## src/rtl/download_mapper_pkg.sv

```systemverilog
// Shared types and default constants for the download mapper: FSM states,
// data_io index codes and the default memory map of the program region.
package download_pkg;

    typedef enum logic [1:0] {
        IDLE   = 2'd0,
        STREAM = 2'd1,
        PATCH  = 2'd2,
        FINISH = 2'd3
    } state_t;

    localparam logic [7:0]  IDX_ROM        = 8'h00;
    localparam logic [7:0]  IDX_PRG        = 8'h01;
    localparam logic [7:0]  IDX_PRG_ALT    = 8'h41;

    localparam logic [24:0] PRG_BASE       = 25'h10995;
    localparam logic [24:0] DEF_PATCH_ADDR = 25'h103E9;
    localparam logic [31:0] DEF_PTR_BASE   = 32'h8995;

endpackage

```

## src/rtl/download_mapper_index_matcher.sv

```systemverilog
// Combinational match/mask table lookup of a data_io index; the lowest
// matching entry wins and a zero mask disables an entry.
module index_matcher #(
    parameter int                       ADDR_W    = 25,
    parameter int                       NREG      = 4,
    parameter int                       ENT_W     = 2,
    parameter logic [NREG*8-1:0]        IDX_MATCH = '0,
    parameter logic [NREG*8-1:0]        IDX_MASK  = '0,
    parameter logic [NREG*ADDR_W-1:0]   REG_BASE  = '0,
    parameter logic [NREG-1:0]          REG_PATCH = '0
) (
    input  logic [7:0]        index,
    output logic              hit,
    output logic [ENT_W-1:0]  entry,
    output logic [ADDR_W-1:0] base,
    output logic              patch
);

    always_comb begin
        hit   = 1'b0;
        entry = '0;
        base  = '0;
        patch = 1'b0;
        // Walk from the top so the lowest matching entry is written last.
        for (int i = NREG - 1; i >= 0; i--) begin
            if (IDX_MASK[8*i +: 8] != 8'h00 &&
                ((index ^ IDX_MATCH[8*i +: 8]) & IDX_MASK[8*i +: 8]) == 8'h00) begin
                hit   = 1'b1;
                entry = i[ENT_W-1:0];
                base  = REG_BASE[ADDR_W*i +: ADDR_W];
                patch = REG_PATCH[i];
            end
        end
    end

endmodule

```

## src/rtl/download_mapper.sv

```systemverilog
// Routes the data_io byte stream into a per-index memory region and, when the
// region asks for it, writes back an end-of-program pointer paced by mem_ack.
module download_mapper
    import download_pkg::*;
#(
    parameter int                     ADDR_W     = 25,
    parameter int                     NREG       = 4,
    parameter logic [NREG*8-1:0]      IDX_MATCH  = {8'h00, IDX_ROM, IDX_PRG_ALT, IDX_PRG},
    parameter logic [NREG*8-1:0]      IDX_MASK   = {8'h00, 8'hFF, 8'hFF, 8'hFF},
    parameter logic [NREG*ADDR_W-1:0] REG_BASE   = {25'h0, 25'h0, PRG_BASE, PRG_BASE},
    parameter logic [NREG-1:0]        REG_PATCH  = 4'b0011,
    parameter logic [ADDR_W-1:0]      PATCH_ADDR = DEF_PATCH_ADDR,
    parameter logic [31:0]            PTR_BASE   = DEF_PTR_BASE,
    parameter int                     PTR_BYTES  = 2
) (
    input  logic              clk,
    input  logic              reset,
    input  logic              ioctl_download,
    input  logic [7:0]        ioctl_index,
    input  logic              ioctl_wr,
    input  logic [ADDR_W-1:0] ioctl_addr,
    input  logic [7:0]        ioctl_dout,
    input  logic              mem_ack,
    output logic              downloading,
    output logic              wr,
    output logic [ADDR_W-1:0] addr,
    output logic [7:0]        data,
    output logic [ADDR_W-1:0] length,
    output logic              unmapped,
    output logic              done
);

    localparam int ENT_W = (NREG > 1) ? $clog2(NREG) : 1;

    state_t              state, state_n;
    logic                dl_q, rise, fall, start, in_stream;
    logic                hit, patch, hit_q, patch_q, cur_hit;
    logic [ENT_W-1:0]    entry, ent_q;
    logic [ADDR_W-1:0]   base, base_q, cur_base, end_addr;
    logic                gap, k_last;
    logic [1:0]          k;
    logic [31:0]         ptr;

    index_matcher #(
        .ADDR_W    (ADDR_W),
        .NREG      (NREG),
        .ENT_W     (ENT_W),
        .IDX_MATCH (IDX_MATCH),
        .IDX_MASK  (IDX_MASK),
        .REG_BASE  (REG_BASE),
        .REG_PATCH (REG_PATCH)
    ) u_match (
        .index (ioctl_index),
        .hit   (hit),
        .entry (entry),
        .base  (base),
        .patch (patch)
    );

    always_comb begin
        rise      = ioctl_download & ~dl_q;
        fall      = ~ioctl_download & dl_q;
        // A new download preempts a pending patch: the stream cannot be held off.
        start     = rise && (state != STREAM);
        in_stream = start || (state == STREAM && ioctl_download);
        // On the start cycle the latched entry is not yet valid; use the live match.
        cur_hit   = start ? hit : hit_q;
        cur_base  = start ? base : base_q;
        end_addr  = ioctl_addr + ADDR_W'(1);
        ptr       = PTR_BASE + 32'(length);
        k_last    = (k == 2'(PTR_BYTES - 1));
    end

    always_comb begin
        state_n = state;
        case (state)
            IDLE:    if (rise) state_n = STREAM;
            STREAM:  if (fall) state_n = (hit_q && patch_q && length != '0) ? PATCH : FINISH;
            PATCH: begin
                if (rise)                          state_n = STREAM;
                else if (!gap && mem_ack && k_last) state_n = FINISH;
            end
            FINISH:  state_n = rise ? STREAM : IDLE;
            default: state_n = IDLE;
        endcase
    end

    always_ff @(posedge clk) begin
        if (reset) state <= IDLE;
        else       state <= state_n;
    end

    always_ff @(posedge clk) begin
        if (reset) begin
            dl_q        <= 1'b0;
            hit_q       <= 1'b0;
            patch_q     <= 1'b0;
            ent_q       <= '0;
            base_q      <= '0;
            gap         <= 1'b0;
            k           <= '0;
            wr          <= 1'b0;
            addr        <= '0;
            data        <= '0;
            length      <= '0;
            unmapped    <= 1'b0;
            done        <= 1'b0;
            downloading <= 1'b0;
        end else begin
            dl_q <= ioctl_download;
            done <= 1'b0;
            if (start) begin
                hit_q       <= hit;
                patch_q     <= patch;
                ent_q       <= entry;
                base_q      <= base;
                unmapped    <= ~hit;
                downloading <= 1'b1;
            end
            if (in_stream) begin
                wr   <= ioctl_wr & cur_hit;
                addr <= cur_base + ioctl_addr;
                data <= ioctl_dout;
                if (ioctl_wr && (start || end_addr > length)) length <= end_addr;
                else if (start)                               length <= '0;
            end else begin
                case (state)
                    STREAM: begin
                        wr  <= 1'b0;
                        gap <= 1'b1;
                        k   <= '0;
                    end
                    PATCH: begin
                        // gap marks the single wr-low cycle before each pointer byte.
                        if (gap) begin
                            wr   <= 1'b1;
                            addr <= PATCH_ADDR + ADDR_W'(k);
                            data <= ptr[{k, 3'b000} +: 8];
                            gap  <= 1'b0;
                        end else if (mem_ack) begin
                            wr  <= 1'b0;
                            gap <= 1'b1;
                            k   <= k + 2'd1;
                        end
                    end
                    FINISH: begin
                        wr          <= 1'b0;
                        downloading <= 1'b0;
                        done        <= 1'b1;
                    end
                    default: wr <= 1'b0;
                endcase
            end
        end
    end

endmodule

```

## config.mk

```make
export PLATFORM = sky130hd
export DESIGN_NAME = download_mapper
export DESIGN_NICKNAME = d
export VERILOG_FILES = /design/src/rtl/download_mapper_pkg.sv /design/src/rtl/download_mapper_index_matcher.sv /design/src/rtl/download_mapper.sv
export SDC_FILE = /design/constraint.sdc
export NUM_CORES = 1
export LEC_CHECK = 0
export CAP_MARGIN = 5
export CORE_UTILIZATION = 45
export DETAILED_ROUTE_END_ITERATION = 8
export MAX_ROUTING_LAYER = met4
export PLACE_DENSITY = 0.81
export SETUP_SLACK_MARGIN = 0.3
export SLEW_MARGIN = 0
export SYNTH_ARGS = -nofsm -noshare
export SYNTH_HDL_FRONTEND = slang
export SYNTH_HIERARCHICAL = 1
export SYNTH_SLANG_ARGS = --single-unit
```

## constraint.sdc

```tcl
create_clock -name clk -period 3.95 [get_ports clk]
set_input_delay 0.395 -clock clk [delete_from_list [all_inputs] [get_ports clk]]
set_output_delay 0.395 -clock clk [all_outputs]
set_load 0.03 [all_outputs]
```

; Word level (Yosys, flattened, before mapping)
; Cells that the tools add are included.
[word_totals]
output_inout_bits = 62
romBits = 0
input_bits = 46
latch_bits = 0
elab_cells = 104
reg_bits = 95
ramBits = 0
memories = 0
[classes]
mux = 38
n_reduce_logical = 25
div_mod_pow = 0
addsub = 5
n_eq_ne = 11
bitwise_logic = 9
multipliers = 0
n_shift = 1
magnitude_cmp = 1
[op_table]
columns = operator, n
row1 = two-way mux 25 bit, 7
row2 = indexed part select 32 x 6 -> 8 bit, 1
row3 = adder 16 x 25 -> 26 bit (first input constant), 1
row4 = adder 25 x 1 -> 25 bit (second input constant), 1
row5 = adder 25 bit, 1
row6 = > comparator 25 bit, 1
row7 = nonzero test 25 bit, 1
row8 = zero test 8 bit, 3
row9 = two-way mux 8 bit, 3
row10 = adder 17 x 2 -> 18 bit (first input constant), 1
row11 = two-way mux 1 bit, 18
row12 = two-way mux 17 bit, 1
row13 = two-way mux 2 bit, 6
row14 = inequality test 2 bit (second input constant), 4
row15 = one-hot mux 2 bit (4 select lines), 1
row16 = nonzero test 2 bit, 4
row17 = logical AND 1 bit, 7
row18 = AND reduction 2 bit, 3
row19 = NOT 1 bit, 5
row20 = == test 2 x 1 -> 1 bit (second input constant), 2
row21 = == test 2 bit (second input constant), 2
row22 = inequality test 4 bit (second input constant), 1
row23 = one-hot mux 2 bit (2 select lines), 1
row24 = AND reduction 4 bit, 1
row25 = 11 further kinds, 14

; Logic depth before layout (Yosys ltp)
; Gate-level depths: netlist (run 1).
[depth]
depth_word = 7
depth_mapped = 17
ltp_nobuf = 16

; Hierarchy
; Netlist (run 1), hierarchy kept.
[modules_own_cells]
columns = mod, area_each_um2, cells_each, instances
row1 = download_mapper, 6734.0, 868, 1
row2 = index_matcher, 282.8, 34, 1

; Worst setup path before layout (run 1)
; OpenSTA, ideal clock, no wires.
[synth_timing]
path_type = reg-to-reg
startpoint = reg state[1]
endpoint = reg addr[24]
n_path_buf = 1
t_required_ns = 3.888
arrival_time_ns = 3.266
slack_ns = 0.621
path_stages_with_launch = 18
path_cell_list = dfxtp_1 -> inv_1 -> ha_1 -> inv_2 -> and2_4 -> clkbuf_1 -> nand2_1 -> nand2_1 -> ha_1 -> inv_1 -> fa_1 -> nand2b_1 -> a21oi_2 -> o2111ai_2 -> a21oi_4 -> a31oi_2 -> or4_1 -> nand3_1
[synth_via]
elab_chain_len = 5
[synth_rtl]
columns = element, line
row1 = from (decl), download_mapper.sv:35  ; state_t state, state_n;
row2 = from (signal assigned), download_mapper.sv:90  ; else state <= state_n;
row3 = inequality test 2 x 1 -> 1 bit, download_mapper.sv:64  ; start = rise && (state != STREAM);
row4 = logical AND 1 bit, download_mapper.sv:64
row5 = two-way mux 25 bit, --
row6 = named net cur_base[0], download_mapper.sv:39  ; logic [ADDR_W-1:0] base, base_q, cur_base, end_addr;
row7 = adder 25 bit, download_mapper.sv:122  ; addr <= cur_base + ioctl_addr;
row8 = two-way mux 25 bit, download_mapper.sv:120  ; if (in_stream) begin
row9 = to (signal assigned), download_mapper.sv:122
row10 = to (signal assigned), download_mapper.sv:137  ; addr <= PATCH_ADDR + ADDR_W'(k);
row11 = to (decl), download_mapper.sv:26  ; output logic [ADDR_W-1:0] addr,
; The timed path passes the listed nets, and every way through them passes these cells.
; A chain may end at the register's enable or synchronous reset.

; Worst setup path after layout (run 1)
[layout_timing]
startpoint = in ioctl_addr[2]
endpoint = reg length[7]
[layout_via]
elab_chain_len = 6
[layout_rtl]
columns = element, line
row1 = from (decl), download_mapper.sv:21  ; input logic [ADDR_W-1:0] ioctl_addr,
row2 = adder 25 x 1 -> 25 bit *, download_mapper.sv:69  ; end_addr = ioctl_addr + ADDR_W'(1);
row3 = > comparator 25 bit, download_mapper.sv:124  ; if (ioctl_wr && (start || end_addr > length)) length <= end_addr;
row4 = logical OR 1 bit, download_mapper.sv:124
row5 = logical AND 1 bit, download_mapper.sv:124
row6 = nonzero test 2 bit (no line), --
row7 = AND reduction 2 bit (no line), --
row8 = to (signal assigned), download_mapper.sv:124
row9 = to (decl), download_mapper.sv:28  ; output logic [ADDR_W-1:0] length,
; Every way passes the cells marked *; elsewhere a longest branch is shown, timed or not.

==> impl_metrics.env, run 1 <==
export IMPL_final_setup_viol_count=0
export IMPL_drt_wl_total_um=20530
export IMPL_placed_cells=1176
export IMPL_area_growth_pct=23.09
export IMPL_yosysWarnings=6
export IMPL_io_pin_count=108
export IMPL_diodes=0
export IMPL_floorplan_die_area_um2=16020
export IMPL_slowest_delay_ns=0.48
export IMPL_start_kind="input pin"
export IMPL_initial_core_util_pct=45.94
export IMPL_path_buf_inv=3
export IMPL_cap_violations=0
export IMPL_netlist_instances=900
export IMPL_peakVddDrop_v=0.0002279
export IMPL_tritoncts="yes"
export IMPL_cp_slowest_cell="clkdlybuf4s50_1"
export IMPL_grt_util_all_layers_pct=26.37
export IMPL_rrSetupSlack_ns=0.54
export IMPL_numPortBuffers=107
export IMPL_antenna_left=0
export IMPL_worst_path_max_fanout=7
export IMPL_clk_pin_slew_ns=0.07
export IMPL_worst_r2r_startpoint="state[1]"
export IMPL_crit_top_cell="nand4_1"
export IMPL_grtUsageMet1_pct=32.03
export IMPL_drt_vias_per_instance=5.781
export IMPL_leakage_uw=0.003373
export IMPL_worstPathArrival_ns=3.86
export IMPL_min_path_type="reg2reg"
export IMPL_grt_ovfl_total=0
export IMPL_fin_area_um2=8597
export IMPL_grt_pass1_vias=6507
export IMPL_finalClockSkew_ns=0.008229
export IMPL_crit_required_ns=4.23
export IMPL_met2_usage_pct=42.28
export IMPL_hpwl_um=15300
export IMPL_dpl_cell_area_um2=8167
export IMPL_clock_root_buffer="clkbuf_16"
export IMPL_worstSkewPairLatency_ns=0.36
export IMPL_core_region_area_um2=15200
export IMPL_place_gp_congestion=0.9642
export IMPL_critPathTopFamily="simple AND/OR/NAND/NOR gates"
export IMPL_hold_path_end="addr[21]"
export IMPL_setup_ws_ns=0.3615
export IMPL_power_uw=3316
export IMPL_whs_path_depth=2
export IMPL_drive_above_1_share_pct=8.722
export IMPL_antenna_found_initial=0
export IMPL_die_w_um=126.6
export IMPL_end_kind="flop"
export IMPL_routedWlPerCell_um=17.15
export IMPL_grt_pass1_wl_um=32410
export IMPL_hold_start="addr[21]"
export IMPL_tightest_slew_ns=0.7903
export IMPL_met3_usage_pct=4.007
export IMPL_clock_path_buffers=2
export IMPL_synth_area_um2=6984
export IMPL_grt_busiest_layer="met2"
export IMPL_final_cells=1197
export IMPL_drt_pass1_iterations=8
export IMPL_cts_inserted_buffers=9
export IMPL_drc=0
export IMPL_ctsHoldBuffers=0
export IMPL_core_rowCount=45
export IMPL_timing_critical_path_cells="clkdlybuf4s50_1 > and4_2 > nand4_1 > buf_4 > nor3_4 > nand4_1 > xnor2_2 > ha_1 > nand4_1 > nor4_2 > nand4_1 > and3_1 > o21ai_4 > clkbuf_16 > nand3_1 > a21oi_1"
export IMPL_path_class="in2reg"
export IMPL_fin_nets=1109
export IMPL_r2r_cells=16
export IMPL_post_route_period_util_pct=90.85
export IMPL_pre_cts_slack_ns=-0.06125
export IMPL_die_h_um=126.6
export IMPL_vias=6920
export IMPL_min_period_ns=3.588
export IMPL_timing_rr_end="addr[24]"
export IMPL_first_iter_violations=594
export IMPL_rsz0062_at_grt="yes"
export IMPL_grt_max_degree=64
export IMPL_final_max_slew_viol_count=0
export IMPL_syn_avg_cell_area_um2=7.760
export IMPL_clock_sinks=95
export IMPL_slew_limit_headroom_pct=46.87
export IMPL_final_hold_viol_count=0
export IMPL_clock_fmax_mhz=278.7
export IMPL_status="finished clean"
export IMPL_power_density_nw_per_um2=385.7
export IMPL_htreeDepth=3
[repair_timing]
action / CTS / global route
setup endpoints to repair: 0 / 30
buffers inserted: 0 / 3
endpoints found under the hold margin: 0 / 0
resized for setup: 0 / 14
[layer usage]
metal / vias to the layer above / share of wire [%]
li1: 3371 / -
met1: 3225 / 43
met2: 268 / 47
met3: 56 / 6.2
met4: 0 / 4.3
met5: - / 0
[sequential cells by signal, summed over array words and instances (netlist names), 2 cells and up]
signal  cells
base_q     25
state       2
length     25
data        8
addr       25
k           2
[worst max-delay path by stage]
stage | from | endpoint | slack (ns) | cells after the start
2_1_floorplan | state[1] | addr[24] | 0.62 | 17
3_3_place_gp | ioctl_addr[2] | length[22] | 0.12 | 15
3_5_place_dp | ioctl_addr[2] | length[22] | -0.06 | 15
4_1_cts | ioctl_addr[2] | length[22] | 0.31 | 15
5_1_grt | ioctl_addr[4] | length[7] | 0.24 | 16
6_report | ioctl_addr[2] | length[7] | 0.36 | 16
[placed cells by master (no fill, tap or decap), drive strengths merged, types with 11 or more instances in the layout]
cell / instances
nand2: 133
a21oi: 108
clkdlybuf4s50: 105
dfxtp: 95
ha: 58
nand3: 50
nor2: 41
inv: 41
o21ai: 41
xnor2: 40
nand2b: 32
buf: 32
nor3: 26
xor2: 19
nand4: 18
conb: 18
nor4: 18
a21o: 14
a211oi: 12
clkbuf: 11
[area by class of cell]
type / count / area [µm²]
fill: 1398 / 6605
tap: 188 / 235.2
clock inverter: 7 / 56.30
multi-input combinational: 719 / 4651
timing repair buffer: 140 / 1380
sequential: 95 / 1903
inverter: 39 / 146.4
clock buffer: 9 / 225.2
[worst register-to-register path, stage by stage (launching register included)]
cell and delay [ns]:
dfxtp_2 0.35, inv_1 0.07, ha_1 0.22, inv_2 0.11, and2_4 0.23, nand2_1 0.09, nand2_1 0.07, ha_1 0.19
inv_1 0.07, fa_1 0.38, nand2b_1 0.20, a21oi_2 0.23, o2111ai_4 0.19, a21oi_4 0.18, a31oi_2 0.16, or4_1 0.53
nand3_1 0.09
[power by group]
part           switching (µW)  internal [µW]
Combinational             777            531
Sequential               90.9           1070
Clock                     415            433
[metrics by stage]
step	util [%]	hold slack, ns	TNS, ns
floorplan	-	0.4366	0
global placement	53.72	0.4419	0
detailed placement	53.72	0.4396	-0.5134
CTS	55.57	0.4561	0
global route	56.55	0.4776	0
finish	56.55	0.4553	0
(Power assumes the default switching activity.)
==> inputs of run 2 (changes only) <==
--- a/config.mk
+++ b/config.mk
@@ -8,10 +8,12 @@
 export CAP_MARGIN = 5
 export CORE_UTILIZATION = 45
 export DETAILED_ROUTE_END_ITERATION = 8
+export GPL_ROUTABILITY_DRIVEN = 0
+export GPL_TIMING_DRIVEN = 0
 export MAX_ROUTING_LAYER = met4
 export PLACE_DENSITY = 0.81
 export SETUP_SLACK_MARGIN = 0.3
-export SLEW_MARGIN = 0
+export SLEW_MARGIN = 10
 export SYNTH_ARGS = -nofsm -noshare
 export SYNTH_HDL_FRONTEND = slang
 export SYNTH_HIERARCHICAL = 1
==> run 2 against run 1 <==
Routed wire length up 3.2%. Combinational power about the same. Design area up 3.9%. Die area unchanged. Critical path depth unchanged. Global-route usage up 0.81 points. Critical path type unchanged. Highest routed layer unchanged.
==> impl_metrics.env, run 2 (synthesis gave the netlist of run 1 again) <==
export IMPL_clock_path_buffers=2
export IMPL_min_period_ns=3.622
export IMPL_numPortBuffers=107
export IMPL_hpwl_um=16240
export IMPL_post_route_period_util_pct=91.69
export IMPL_area_growth_pct=27.93
export IMPL_final_common_cell="nand2_1"
export IMPL_finalClockSkew_ns=0.008411
export IMPL_tritoncts="yes"
export IMPL_grt_pass1_vias=6658
export IMPL_reg_top3="addr: 25 flops, base_q: 25 flops, length: 25 flops"
export IMPL_htreeDepth=3
export IMPL_start_kind="input pin"
export IMPL_power_density_nw_per_um2=387.8
export IMPL_end_kind="flop"
export IMPL_fillers=1320
export IMPL_rsz0062_at_grt="yes"
export IMPL_drive_above_1_share_pct=11.31
export IMPL_io_pin_count=108
export IMPL_status="finished clean"
export IMPL_diodes=0
export IMPL_first_iter_violations=701
export IMPL_path_class="in2reg"
export IMPL_power_uw=3465
export IMPL_crit_top_cell="nand4_1"
export IMPL_die_h_um=126.6
export IMPL_seq_area_um2=1903
export IMPL_clock_sinks=95
export IMPL_grt_util_all_layers_pct=27.18
export IMPL_drc=0
export IMPL_crit_required_ns=4.18
export IMPL_ctsHoldBuffers=0
export IMPL_core_region_area_um2=15200
export IMPL_clock_fmax_mhz=276.1
export IMPL_final_max_slew_viol_count=0
export IMPL_die_w_um=126.6
export IMPL_vias=7141
export IMPL_final_setup_viol_count=0
export IMPL_routedWlPerCell_um=17.10
export IMPL_rrSetupSlack_ns=0.43
export IMPL_floorplan_die_area_um2=16020
export IMPL_fin_area_um2=8935
export IMPL_grt_pass1_wl_um=32860
export IMPL_tightest_slew_ns=0.9505
export IMPL_final_hold_viol_count=0
export IMPL_antenna_found_initial=0
export IMPL_slowest_delay_ns=0.40
export IMPL_tns_ns=0
export IMPL_initial_core_util_pct=45.94
export IMPL_leakage_uw=0.003639
export IMPL_grt_max_degree=17
export IMPL_drt_vias_per_instance=5.759
export IMPL_core_rowCount=45
export IMPL_grt_ovfl_total=0
export IMPL_worstSkewPairLatency_ns=0.36
export IMPL_cap_violations=0
export IMPL_multiInputGateArea_um2=4700
export IMPL_timing_critical_path_cells="dlygate4sd2_1 > ha_2 > nand3_2 > nor3_4 > buf_4 > nand3_1 > xnor2_1 > ha_1 > nand4_1 > nor4_4 > nand4_1 > and3_1 > o21ai_2 > clkbuf_1 > nand2b_1 > a21oi_1"
export IMPL_peakVddDrop_v=0.0002716
export IMPL_clk_pin_slew_ns=0.07
export IMPL_cp_slowest_cell="nor4_4"
export IMPL_drt_pass1_iterations=7
export IMPL_antenna_left=0
export IMPL_cts_inserted_buffers=9
export IMPL_slew_limit_headroom_pct=36.50
export IMPL_clock_root_buffer="clkbuf_16"
export IMPL_fin_nets=1152
export IMPL_worstPathArrival_ns=3.85
export IMPL_dpl_cell_area_um2=8354
export IMPL_most_common_layout_cells="nand2_1, a21oi_1, dfxtp_1, clkdlybuf4s50_1, ha_1"
export IMPL_worst_path_max_fanout=10
export IMPL_min_path_type="reg2reg"
export IMPL_drt_wl_total_um=21200
[run 2: cell types whose count changed in the layout (fill, tap and decap cells not counted), sizes merged]
cell	previous run	this run
buf	32	51
dlymetal6s2s	1	8
clkinvlp	4	0
clkdlybuf4s50	105	93
bufinv	0	2
dlygate4sd2	0	6
clkinv	1	2
clkbuf	11	35
[run 2: area by class of cell]
class	count	share of cell area [%]
Multi-Input combinational cell	719	52.60
Sequential cell	95	21.30
Timing Repair Buffer	119	13.14
Buffer	64	5.111
Tap cell	188	2.633
Clock buffer	10	2.563
Inverter	39	1.638
Clock inverter	6	1.022
[run 2: path summary, 6_finish.rpt]
kind / from / end / depth (start not counted)
min: addr[21] / addr[21] / 2
max reg2reg: state[1] / addr[17] / 16
max: ioctl_addr[0] / length[17] / 16
min reg2reg: addr[21] / addr[21] / 2
[run 2: per-layer routing]
| metal | share of wire, % | vias to the layer above | track usage (%) |
|---|---|---|---|
| met2 | 47 | 315 | 44.69 |
| met4 | 4.2 | 0 | 13.75 |
| li1 | - | 3459 | - |
| met5 | 0 | - | - |
| met1 | 42 | 3298 | 31.91 |
| met3 | 7.4 | 69 | 4.808 |
[run 2: timing repair]
action / CTS / global route
hold endpoints to repair: 0 / 0
buffers inserted: 4 / 8
setup endpoints to repair: 39 / 37
gates resized for setup: 28 / 28
pin swaps: 5 / 9
[run 2: power breakdown]
part / switching, µW / internal, µW
logic: 803 / 538
registers: 86.9 / 1070
clock network: 408 / 560
[run 2: per-stage QoR]
step | utilization (%) | setup slack, ns | hold WS (ns) | std cells
6_report | 58.77 | 0.3282 | 0.4471 | 1240
5_1_grt | 58.77 | 0.1958 | 0.4772 | 1240
4_1_cts | 57.68 | 0.3036 | 0.4511 | 1232
3_5_place_dp | 54.95 | -0.5594 | 0.4414 | 1212
3_3_place_gp | 54.95 | -0.5217 | 0.4409 | 1212
2_1_floorplan | - | 0.6213 | 0.4366 | 917
[run 2: worst max-delay path, delay by kind of cell]
| kind | cells | cell delay (ns) |
|---|---|---|
| simple gates | 8 | 1.67 |
| buf+inv | 3 | 0.82 |
| fa+ha+maj | 2 | 0.61 |
| compound gates | 2 | 0.15 |
| xor+xnor | 1 | 0.18 |
